**config.mk**
```make
export PLATFORM = sky130hd
export DESIGN_NAME = fetch_stage
export DESIGN_NICKNAME = d
export VERILOG_FILES = /design/src/rtl/fetch_pkg.sv /design/src/rtl/ifid_reg.sv /design/src/rtl/fetch_stage.sv
export SDC_FILE = /design/constraint.sdc
export NUM_CORES = 1
export LEC_CHECK = 0
export ABC_AREA = 1
export BUFFER_PORTS_ARGS = -buffer_cell sky130_fd_sc_hd__buf_2
export CORE_ASPECT_RATIO = 1.75
export CORE_MARGIN = 2
export CORE_UTILIZATION = 46
export CTS_CLUSTER_SIZE = 24
export DETAILED_ROUTE_END_ITERATION = 8
export GPL_TIMING_DRIVEN = 0
export HOLD_SLACK_MARGIN = 0.15
export PLACE_DENSITY_LB_ADDON = 0.1
export SYNTH_ARGS = -nofsm -noshare
export SYNTH_HDL_FRONTEND = slang
export SYNTH_SLANG_ARGS = --single-unit
```
**constraint.sdc**
```tcl
create_clock -name clk -period 1.5 [get_ports clk]
set_input_delay 0.225 -clock clk [delete_from_list [all_inputs] [get_ports clk]]
set_output_delay 0.225 -clock clk [all_outputs]
set_load 0.05 [all_outputs]
```
**src/rtl/fetch_pkg.sv**
```systemverilog
// Shared definitions for the instruction-fetch front end.
//   XLEN             : width of instructions and byte addresses
//   NOP_INSTR        : bubble instruction (sll $0,$0,0)
//   DEFAULT_RESET_PC : default PC after reset
//   BOOT/RUN/HALTED  : 2-bit fetch FSM encoding, visible on state_o
package fetch_pkg;

  localparam int unsigned XLEN = 32;

  localparam logic [XLEN-1:0] NOP_INSTR        = 32'h0000_0000;
  localparam logic [XLEN-1:0] DEFAULT_RESET_PC = 32'h0000_0000;

  localparam logic [1:0] BOOT   = 2'd0;
  localparam logic [1:0] RUN    = 2'd1;
  localparam logic [1:0] HALTED = 2'd2;

endpackage

```
**src/rtl/ifid_reg.sv**
```systemverilog
// IF/ID pipeline register: instruction, PC+4 and valid flag.
// Ports:
//   clk, rst_n        : clock, asynchronous active-low reset
//   load              : capture {instrIn, pc4In, valid=1}
//   flush             : write a bubble (NOP_INSTR, pc4 0, valid 0); wins over load
//   instrIn, pc4In    : values to capture
//   instrOut, pc4Out, validOut : registered contents
// With neither load nor flush the contents are held.
module ifid_reg
  import fetch_pkg::*;
#(
  parameter logic [XLEN-1:0] NOP_INSTR = fetch_pkg::NOP_INSTR
) (
  input  logic            clk,
  input  logic            rst_n,
  input  logic            load,
  input  logic            flush,
  input  logic [XLEN-1:0] instrIn,
  input  logic [XLEN-1:0] pc4In,
  output logic [XLEN-1:0] instrOut,
  output logic [XLEN-1:0] pc4Out,
  output logic            validOut
);

  always_ff @(posedge clk or negedge rst_n) begin
    if (!rst_n) begin
      instrOut <= NOP_INSTR;
      pc4Out   <= '0;
      validOut <= 1'b0;
    end else if (flush) begin
      instrOut <= NOP_INSTR;
      pc4Out   <= '0;
      validOut <= 1'b0;
    end else if (load) begin
      instrOut <= instrIn;
      pc4Out   <= pc4In;
      validOut <= 1'b1;
    end
  end

endmodule

```
**src/rtl/fetch_stage.sv**
```systemverilog
// Instruction-fetch front end: owns the PC, drives it to instruction memory,
// and captures the returned instruction with PC+4 into the IF/ID register.
// Ports:
//   clk, rst_n     : clock, asynchronous active-low reset
//   stall_i        : hold PC and IF/ID
//   redirect_i     : load redirect_pc_i (highest priority, also leaves HALTED)
//   redirect_pc_i  : redirect target byte address
//   halt_i         : stop fetching, enter HALTED
//   pc_o           : current PC, instruction memory read address
//   instr_i        : instruction for pc_o (combinational memory)
//   ifid_instr_o, ifid_pc4_o, ifid_valid_o : IF/ID register
//   state_o        : FSM state 0 BOOT, 1 RUN, 2 HALTED
//   misalign_o     : only with MISALIGN_CHECK_EN; one-cycle pulse when a
//                    redirect target had nonzero low bits (target is aligned)
// Optional feature macro: MISALIGN_CHECK_EN
module fetch_stage
  import fetch_pkg::*;
#(
  parameter logic [XLEN-1:0] RESET_PC  = DEFAULT_RESET_PC,
  parameter logic [XLEN-1:0] NOP_INSTR = fetch_pkg::NOP_INSTR
) (
  input  logic            clk,
  input  logic            rst_n,
  input  logic            stall_i,
  input  logic            redirect_i,
  input  logic [XLEN-1:0] redirect_pc_i,
  input  logic            halt_i,
  output logic [XLEN-1:0] pc_o,
  input  logic [XLEN-1:0] instr_i,
  output logic [XLEN-1:0] ifid_instr_o,
  output logic [XLEN-1:0] ifid_pc4_o,
  output logic            ifid_valid_o,
  output logic [1:0]      state_o
`ifdef MISALIGN_CHECK_EN
  ,
  output logic            misalign_o
`endif
);

  logic [1:0]      stateQ, stateD;
  logic [XLEN-1:0] pcQ, pcD;
  logic [XLEN-1:0] pcPlus4;
  logic [XLEN-1:0] redirectTarget;
  logic            ifidLoad, ifidFlush;
  logic            takeRedirect;

  assign pcPlus4 = pcQ + 32'd4;

`ifdef MISALIGN_CHECK_EN
  logic misalignQ, misalignD;
  assign redirectTarget = {redirect_pc_i[XLEN-1:2], 2'b00};
  assign misalignD      = takeRedirect && (redirect_pc_i[1:0] != 2'b00);
  assign misalign_o     = misalignQ;

  always_ff @(posedge clk or negedge rst_n) begin
    if (!rst_n) misalignQ <= 1'b0;
    else        misalignQ <= misalignD;
  end
`else
  assign redirectTarget = redirect_pc_i;
`endif

  // Redirect is honoured in RUN and HALTED, never during the BOOT cycle.
  assign takeRedirect = redirect_i && (stateQ == RUN || stateQ == HALTED);

  always_comb begin
    stateD    = stateQ;
    pcD       = pcQ;
    ifidLoad  = 1'b0;
    ifidFlush = 1'b0;
    case (stateQ)
      BOOT: begin
        stateD    = RUN;
        ifidFlush = 1'b1;
      end
      RUN: begin
        if (redirect_i) begin
          pcD       = redirectTarget;
          ifidFlush = 1'b1;
        end else if (halt_i) begin
          stateD    = HALTED;
          ifidFlush = 1'b1;
        end else if (!stall_i) begin
          pcD      = pcPlus4;
          ifidLoad = 1'b1;
        end
      end
      HALTED: begin
        ifidFlush = 1'b1;
        if (redirect_i) begin
          pcD    = redirectTarget;
          stateD = RUN;
        end
      end
      default: begin
        stateD    = BOOT;
        ifidFlush = 1'b1;
      end
    endcase
  end

  always_ff @(posedge clk or negedge rst_n) begin
    if (!rst_n) begin
      stateQ <= BOOT;
      pcQ    <= RESET_PC;
    end else begin
      stateQ <= stateD;
      pcQ    <= pcD;
    end
  end

  ifid_reg #(
    .NOP_INSTR (NOP_INSTR)
  ) u_ifid (
    .clk      (clk),
    .rst_n    (rst_n),
    .load     (ifidLoad),
    .flush    (ifidFlush),
    .instrIn  (instr_i),
    .pc4In    (pcPlus4),
    .instrOut (ifid_instr_o),
    .pc4Out   (ifid_pc4_o),
    .validOut (ifid_valid_o)
  );

  assign pc_o    = pcQ;
  assign state_o = stateQ;

endmodule

```
## After elaboration in Yosys (flattened, before gate mapping)

Index checks and enable logic that the tools add are counted.

- Add/sub/neg operators: 1
- Eq/ne operators: 7
- Muxes and demuxes: 22
- Reductions and logical operators: 5

Operators with widths:

| cell | count |
|---|---|
| 32-bit two-way mux | 8 |
| 32-bit case mux with 2 select lines | 1 |
| 32-bit by 3-bit adder with 32-bit output (second input constant) | 1 |
| 1-bit two-way mux | 9 |
| 2-bit two-way mux | 3 |
| 2-bit != test (second input constant) | 3 |
| 3-bit != test (second input constant) | 2 |
| 2-bit case mux with 3 select lines | 1 |
| 4-bit AND reduction | 1 |
| 2-bit nonzero test | 2 |
| 3-bit AND reduction | 1 |
| 2-bit by 1-bit == test with 1-bit output (second input constant) | 1 |
| 2-bit == test (second input constant) | 1 |
| 2-bit zero test | 1 |

- Register bits: 99
- Output and inout port bits: 99
- Word-level logic and storage cells: 40

## Depth between registers and ports, before layout

Gate-level depths: netlist of the first run.

- Depth in word-level cells: 6
- Gate-level depth with buffers: 10
- Mapped depth without buffers: 10

## Hierarchy

Synthesis of the first run repeated with hierarchy kept, for this count alone.

- Cells, all modules: 705
- Area, all modules: 5278.8 um^2

Modules (own cells, without submodules):

| module | times used | cells an instance | area each (um^2) | seq. area each (um^2) |
|---|---|---|---|---|
| fetch_stage | 1 | 425 | 2663.8 | 850.8 |
| ifid_reg | 1 | 280 | 2615.0 | 1626.6 |

## Worst setup path before layout of the first run

OpenSTA, ideal clock, no wires.

- Path kind: reg2reg
- Start: reg stateQ[0] (netlist: state_o[0])
- End: reg pcQ[29] (netlist: pc_o[29])
- Arrival: 1814 ps
- Slack: -433 ps
- Cell stages (with the launch flop): 9
- Path buffers: 2
- Clock period less this slack: 1933 ps
- Cells stage by stage: dfrtp_1 -> inv_1 -> ha_1 -> nor2_1 -> buf_2 -> buf_4 -> nand3_1 -> nand2_1 -> nand2_1

- Longest elaborated chain between the ends: 3
- Elaborated cells between the ends (all ways): 8
- Classes of those cells: eq/ne (5); mux (1); reduce/logical (2)

Ends and longest elaborated chain:

| element | line | RTL |
|---|---|---|
| start: declaration | fetch_stage.sv:40 | `logic [1:0] stateQ, stateD;` |
| start signal: assignment | fetch_stage.sv:107 | `stateQ <= stateD;` |
| 2-bit by 1-bit == test with 1-bit output / 2-bit == test (equally long branches) | fetch_stage.sv:71 | `case (stateQ)` |
| 3-bit != test (no line) (tied with other cells) | - |  |
| 4-bit AND reduction (no line) | - |  |
| end signal: assignment | fetch_stage.sv:108 | `pcQ <= pcD;` |
| end: declaration | fetch_stage.sv:41 | `logic [XLEN-1:0] pcQ, pcD;` |

Several ways; a longest one is shown, not always the timed one.
A chain may end at the register's enable or synchronous reset.

## Worst setup path after layout of the first run

- Start: reg stateQ[1] (netlist: state_o[1])
- End: reg u_ifid.instrOut[24]

- Longest elaborated chain between the ends: 3
- Elaborated cells between the ends (all ways): 5
- Classes of those cells: eq/ne (1); mux (3); reduce/logical (1)

Ends and longest elaborated chain:

| element | line | RTL |
|---|---|---|
| 2-bit by 1-bit == test with 1-bit output (*) | fetch_stage.sv:71 |  |
| 1-bit two-way mux | fetch_stage.sv:71 |  |
| 32-bit two-way mux / 2-bit nonzero test (equally long branches) | - |  |
| end signal: assignment | ifid_reg.sv:35 | `instrOut <= instrIn;` |
| end: declaration | ifid_reg.sv:20 | `output logic [XLEN-1:0] instrOut,` |

Mark *: on every way between the ends. The rest lies on a longest branch, timed or not.

==> results of run 1 <==
cell usage after synthesis:
| cell type | number | share of area (%) |
|---|---|---|
| xor2_1 | 3 | 0.52 |
| inv_2 | 4 | 0.30 |
| nand3_1 | 28 | 2.8 |
| a21oi_1 | 4 | 0.40 |
| o211ai_1 | 2 | 0.30 |
| o211ai_4 | 1 | 0.42 |
| xnor2_1 | 4 | 0.70 |
| buf_4 | 9 | 1.3 |
| nand2_2 | 5 | 0.62 |
| o21ai_0 | 31 | 3.1 |
| buf_2 | 12 | 1.2 |
| buf_6 | 1 | 0.22 |
| nand4_1 | 2 | 0.25 |
| o21ai_2 | 3 | 0.52 |
| nor2_2 | 3 | 0.37 |
| ha_1 | 4 | 0.99 |
| clkbuf_1 | 2 | 0.15 |
| nand2_1 | 246 | 18 |
| o22ai_1 | 1 | 0.12 |
| nor2_4 | 5 | 1.1 |
| inv_1 | 38 | 2.8 |
| dfrtp_1 | 99 | 49 |
| nand3b_1 | 2 | 0.30 |
| and2_4 | 1 | 0.17 |
| o21ai_1 | 11 | 1.1 |
| nor3_2 | 1 | 0.20 |
| nor2_1 | 83 | 6.2 |
| a22o_1 | 34 | 5.9 |
| nand3_4 | 1 | 0.35 |
final timing paths:
kind,endpoint,slack [ps],cells after the start
setup reg to reg,u_ifid.instrOut[24],-140,9
max in group asynchronous,pc_o[22],420,3
hold / removal,pc_o[9],170,3
hold reg to reg,u_ifid.pc4Out[27],470,2
min in group asynchronous,pc_o[7],340,2
setup / recovery,u_ifid.instrOut[24],-140,9
cell type report:
class | instances | area (um^2) | share of cell area (%)
inverters | 42 | 168 | 2.21
repair buffers | 238 | 1640 | 21.6
well taps | 130 | 163 | 2.15
multi-input cells | 475 | 2490 | 33.0
repair inverters | 1 | 7.51 | 0.0992
clock buffers | 9 | 225 | 2.97
clock inverters | 7 | 82.6 | 1.09
plain buffers | 23 | 282 | 3.72
flip-flops and latches | 99 | 2510 | 33.2
cell usage in the layout, fill, tap and decap left out, types with 7 or more instances in the layout:
cell type        n
dfrtp_2         26
dlygate4sd3_1   37
nor2_1          64
buf_4           21
nand2_1        230
o21ai_1         19
a22o_1          34
buf_2          167
o21ai_2         16
nand2_2         15
nor2_4           9
inv_1           33
clkbuf_16       14
dfrtp_1         73
buf_8            7
o21ai_0          9
nand3_1         28
buf_6           17
nor2_2          18
power by group through the flow:
stage / Clock (W) / Combinational, W / Sequential (W)
finish: 0.00245 / 0.00721 / 0.00409
global route: 0.00259 / 0.00773 / 0.00417
CTS: 0.00247 / 0.00652 / 0.00407
detailed placement: 0 / 0.00586 / 0.00416
global placement: 0 / 0.00575 / 0.00414
floorplan: 0 / 0.00244 / 0.00581
stage by stage:
step	utilization (%)	setup slack (ps)
floorplan	-	-68.0
global placement	57.7	-955
detailed placement	58.0	-184
CTS	67.1	-90.4
global route	70.8	-205
finish	70.8	-135
state kept, by name (all words and copies together), names as in the netlist:
name / flops
pc_o: 32
u_ifid.validOut: 1
u_ifid.pc4Out: 32
u_ifid.instrOut: 32
state_o: 2
worst register-to-register path, cell delays in order (launching register included):
cell and delay, ps:
dfrtp_2 420, inv_2 90, ha_4 160, inv_4 40
nor3_4 190, nand2_1 90, inv_2 130, buf_12 170
clkbuf_16 140, a22o_1 140
repair_timing:
item,CTS,global route
resized for setup,44,67
endpoints found under the hold margin,60,0
endpoints found under the setup margin,92,95
gates cloned,2,5
hold buffers,37,0
setup buffers,19,8
pin swaps,10,29
cells by family (layout without fill, tap and decap cells):
kind of cell / Yosys count / after routing
AOI/OAI and AO/OA: 87 / 87
xor gates and xnor gates: 7 / 7
adders and majority gates: 4 / 4
buffers and inverters: 66 / 320
DFF: 99 / 99
and+or+nand+nor: 377 / 377
per-layer routing:
layer	GRT usage (%)	up-vias	share of wire, %	routed length [um]
met5	0	-	0	0
met4	15.3	0	5.2	946
met3	5.10	48	4.3	774
met2	55.7	184	55	9980
met1	31.2	2513	36	6460
li1	-	2561	-	-
==> metrics.txt, run 1 <==
final setup fails=94; Avg Inst Size Synth=7.87 um^2; HP Start=redirect_pc_i[9]; # fillers=about 850; Max-slew headroom=about three quarters; Post-DRT Antenna Nets=0; Synth Net Count=between 700 and 800; main combinational cell family by area after synthesis=simple AND/OR/NAND/NOR gates; slowest CP cell=dfrtp_2; initial antenna violation count=0; drc violations=0; Yosys reg bits=99; Comb pwr share=52.4%; Die Footprint=between 0.01 and 0.015 mm^2; compound-cell area share of the yosys netlist=between 10% and 20%; Reg2Reg Launch Point=state_o[1]; skew final=between 10 and 15 ps; Final Hold Fails=0; fraction of the mapped netlist area in adder cells=less than 1%; CTS tree=built; Slew @ Worst Pin=400 ps; Skew-Pair Late Insertion Delay=around 360 ps; Top delay family on crit path=buffers and inverters; share of cells above drive strength 1=~40%; xor/xnor share of the synthesized area=under 10%; Peak VDD IR=approximately 1500 uV; share of power burned in registers=29.8%; CP max stage delay=between 400 and 500 ps; Worst Setup SP=state_o[1]; Area growth syn-to-layout=50.4%; number of global-route vias before repair=roughly 5.3k; Crit Path Class=reg -> reg; crit path DAT=around 1900 ps; CP max FO=7; antenna cells=0; ordered list of cells on the worst path=inv_2 > ha_4 > inv_4 > nor3_4 > nand2_1 > inv_2 > buf_12 > clkbuf_16 > a22o_1; die width=between 80 and 90 um; # clock sinks=99; final slew viol count=0; CP Capture Type=flip-flop; Power Dens Cells=approximately 1800 mW/mm^2; Setup crit start kind=flip-flop; cts bufs inserted=9; routed vias=5,306; post-synthesis simple-gate area fraction=30.7%; largest net degree at the start of global routing=76; Hold Crit Class=in -> reg; max_cap viols=0; IO buf count=167; Critical Path RT=between 1500 and 2000 ps; RSZ-0062 raised after global routing=yes; total wire length=~18,000 um; IO Count=168; first-pass GRT wire length=between 20,000 and 30,000 um; Pleak=between 3 and 4 nW; Cells after Synth=between 600 and 700; Internal Power=~0.007 W; clock slew at reported path FFs=around 70 ps; per-cell routed wire length=approximately 18 um; most frequent CP cell=inv_2; outcome=finished, violations left; Sw Share=between 40 and 50%; fraction of the yosys area taken by sequential cells=49.2%; clock group share of total power=between 10% and 20%; Fmax=612 MHz; Core Footprint=approximately 0.011 mm^2; Max Root-Sink Buffers=2; DP Wirelength=~13,000 um; GRT Residual Overflow=0; Syn Std Cell Area=0.00503 mm^2; Placed Area=around 0.0062 mm^2; Worst Slack Setup Final=-135 ps; fin crit period=approximately 1600 ps; multiplexer share of the synthesized area=0%; Post-Layout Inst Area=about 0.0076 mm^2; Synth cell types=29; total power=roughly 0.014 W; GPL Wtd Cong=approximately 0.93; Placed Cells=approximately 940; period utilization=109%; die height=142 um; total negative setup slack=-8280 ps; GRT Overall Usage=29.6%; H-tree level count=3; nets=around 960; failing checks=negative setup slack; routed vias/inst=between 5 and 6; WP buf/inv=5; non-filler cells, final=around 1.0k; WHS=approximately 170 ps; FP Rows=50; sw power=a little under 0.007 W; Yosys Warn Count=0; initial drt markers=218; drt first pass iters=4; Starting Density=47.1%; Clock Tree Root=clkbuf_16
(Power assumes the default switching activity.)
==> run 2, diff against run 1 <==
Settings changed: CORE_ASPECT_RATIO 1.75 to 1.5.
==> run 2 against run 1 <==
The flow still finishes with violations (negative setup slack); global-route usage is 0.75 points lower; critical path depth is the same; final area up 0.79%; combinational power grew 2.9%; non-clock buffer count up 8; die area is 0.14% lower; sequential cell count stayed put; cell count increased by 2.2%; sequential power about the same; critical endpoint is now u_ifid.instrOut[13].
==> metrics.txt, run 2 (synthesized netlist as in run 1, its figures left out) <==
outcome=finished, violations left (unchanged); failing checks=negative setup slack (unchanged); Skew-Pair Late Insertion Delay=350 ps (was 360 ps); H-tree level count=3 (unchanged); WHS=166 ps (was 170 ps); Slew @ Worst Pin=414 ps (was 400 ps); commonest non-fill, non-tap cells in the layout=nand2_1 (231), buf_2 (167), dfrtp_1 (74), nor2_1 (61), dlygate4sd3_1 (37) (was nand2_1 (230), buf_2 (167), dfrtp_1 (73), nor2_1 (64), dlygate4sd3_1 (37)); Post-DRT Antenna Nets=0 (unchanged); share of power burned in registers=29.5% (was 29.8%); first-pass GRT wire length=26,100 um (was 27,300 um); per-cell routed wire length=16.7 um (was 17.7 um); die height=132 um (was 142 um); number of global-route vias before repair=5,346 (was 5,324); IO buf count=167 (unchanged); Worst Slack Setup Final=-134 ps (was -135 ps); non-filler cells, final=1,047 (was 1,024); final slew viol count=0 (unchanged); flop2flop setup slack=-130 ps (was -140 ps); Fmax=612 MHz (about the same); Reg2Reg Launch Point=state_o[1] (unchanged); Core Footprint=0.0106 mm^2 (was 0.0107 mm^2); sw power=0.00678 W (was 0.00673 W); Final Hold Fails=0 (unchanged); total wire length=17,500 um (was 18,200 um); Worst path depth=9 (unchanged); Max-slew headroom=72.4% (was 73.3%); Critical Path End=u_ifid.instrOut[13] (was u_ifid.instrOut[24]); Comb pwr share=53.3% (was 52.4%); Power Dens Cells=1830 mW/mm^2 (was 1820 mW/mm^2); footprint of the multi-input gates=0.00255 mm^2 (was 0.00249 mm^2); drc violations=0 (unchanged); routed vias=5,362 (was 5,306); worst slack at placement=-163 ps (was -184 ps); Area growth syn-to-layout=51.6% (was 50.4%); antenna cells=0 (unchanged); IO Count=168 (unchanged); met1 usage=31.3% (was 31.2%); Internal Power=0.00715 W (was 0.00702 W); Max Root-Sink Buffers=2 (unchanged); RSZ-0062 raised after global routing=yes (unchanged); Critical Path RT=1790 ps (was 1780 ps); die width=89.4 um (was 83.1 um); drt first pass iters=4 (unchanged); GRT Overall Usage=28.9% (was 29.6%); Peak VDD IR=1150 uV (was 1490 uV); clock group share of total power=17.3% (was 17.8%); M3 GR Usage=4.88% (was 5.10%); Worst Setup SP=state_o[1] (unchanged); sequential cell area=0.00251 mm^2 (about the same); M2 GR Usage=52.2% (was 55.7%); largest net degree at the start of global routing=73 (was 76); Setup crit start kind=flip-flop (unchanged); WP buf/inv=5 (unchanged); Clock Tree Root=clkbuf_16 (unchanged); Pleak=3.98 nW (was 4.00 nW); routed vias/inst=5.12 (was 5.18); CP Capture Type=flip-flop (unchanged); final setup fails=91 (was 94); Top delay family on crit path=buffers and inverters (unchanged); GRT Residual Overflow=0 (unchanged); FP Rows=46 (was 50); Die Footprint=0.0118 mm^2 (about the same); cts bufs inserted=9 (unchanged); max_cap viols=0 (unchanged); Starting Density=47.3% (was 47.1%); nets=971 (was 962); DP Wirelength=11,900 um (was 12,600 um); # clock sinks=99 (unchanged); CP max FO=5 (was 7); commonest non-fill, non-tap cell in the layout=nand2_1 (unchanged); Final Util=71.7% (was 70.8%); slowest CP cell=dfrtp_2 (unchanged); share of cells above drive strength 1=40.4% (was 38.9%); Crit Path Class=reg -> reg (unchanged); Reg2Reg Depth=9 (unchanged); FF-to-FF End=u_ifid.instrOut[13] (was u_ifid.instrOut[24]); skew final=7.03 ps (was 12.6 ps); crit path DAT=1920 ps (about the same); most frequent CP cell=inv_2 (unchanged); ordered list of cells on the worst path=inv_2 > ha_4 > inv_4 > nor3_4 > nand2_1 > inv_2 > buf_8 > buf_2 > a22o_1 (was inv_2 > ha_4 > inv_4 > nor3_4 > nand2_1 > inv_2 > buf_12 > clkbuf_16 > a22o_1); GPL Wtd Cong=0.924 (was 0.931); initial drt markers=256 (was 218); Placed Cells=952 (was 938); CP max stage delay=440 ps (was 420 ps); fin crit period=1630 ps (was 1640 ps); initial antenna violation count=0 (unchanged); Hold Crit Class=in -> reg (unchanged); CTS tree=built (unchanged); period utilization=109% (about the same); GRT busiest layer=met2 (unchanged); Sw Share=48.7% (was 48.9%); # fillers=837 (was 848); clock slew at reported path FFs=70 ps (about the same)
[run 2: changes by cell type in the layout (fill, tap and decap cells not counted), moves of 2 or more]
cell / before / now
xor2_1: 3 / 1
buf_12: 5 / 3
clkbuf_16: 14 / 10
nor2_2: 18 / 20
xor2_2: 0 / 2
nand2_2: 15 / 18
nand3_2: 0 / 2
buf_4: 21 / 32
nand2_4: 6 / 2
nor2_1: 64 / 61
nand3_1: 28 / 25
[run 2: timing repair]
item	4_1_cts	5_1_grt
endpoints found under the setup margin	92	96
gates cloned	3	3
gates resized for setup	31	92
endpoints found under the hold margin	63	0
hold buffers	37	0
pin swaps	14	21
setup buffers	15	21
[run 2: per-stage QoR]
stage	total power [W]	cell area, um^2	setup TNS (ps)
floorplan	0.00825	5170	-2980
global placement	0.00982	6190	-86490
detailed placement	0.00996	6220	-8200
CTS	0.0129	7160	-3460
global route	0.0147	7630	-13340
finish	0.0139	7630	-7080
[run 2: layout make-up]
cell class	count	area share [%]
Tap cell	144	2.36
Inverter	42	2.34
Clock buffer	9	2.95
Timing Repair Buffer	245	21.1
Multi-Input combinational cell	476	33.4
Buffer	24	3.72
Sequential cell	99	32.9
Timing Repair inverter	1	0.0984
Clock inverter	7	1.11
[run 2: power groups by stage]
| stage | Combinational (W) | Clock [W] | Sequential, W |
|---|---|---|---|
| floorplan | 0.00244 | 0 | 0.00581 |
| global placement | 0.00569 | 0 | 0.00413 |
| detailed placement | 0.00582 | 0 | 0.00414 |
| CTS | 0.00641 | 0.00243 | 0.00410 |
| global route | 0.00796 | 0.00255 | 0.00418 |
| finish | 0.00742 | 0.00241 | 0.00410 |
[run 2: metal layers]
layer / up-vias / part of all wire [%]
met5: - / 0
met4: 0 / 4.4
met3: 49 / 5.0
met2: 195 / 53
met1: 2541 / 38
li1: 2577 / -
[run 2: worst min path at each step]
| stage | startpoint | end | slack [ps] | depth (start not counted) |
|---|---|---|---|---|
| floorplan | rst_n | pc_o[0] | -70 | 0 |
| global placement | u_ifid.pc4Out[11] | u_ifid.pc4Out[11] | 460 | 2 |
| detailed placement | rst_n | u_ifid.pc4Out[1] | 180 | 1 |
| CTS | redirect_pc_i[16] | pc_o[16] | 160 | 3 |
| global route | redirect_pc_i[15] | pc_o[15] | 180 | 3 |
| finish | redirect_pc_i[11] | pc_o[11] | 170 | 3 |
[run 2: worst min-delay path, delay by kind of cell]
kind | cells | cell delay (ps)
buf+inv | 1 | 90
compound gates | 2 | 150
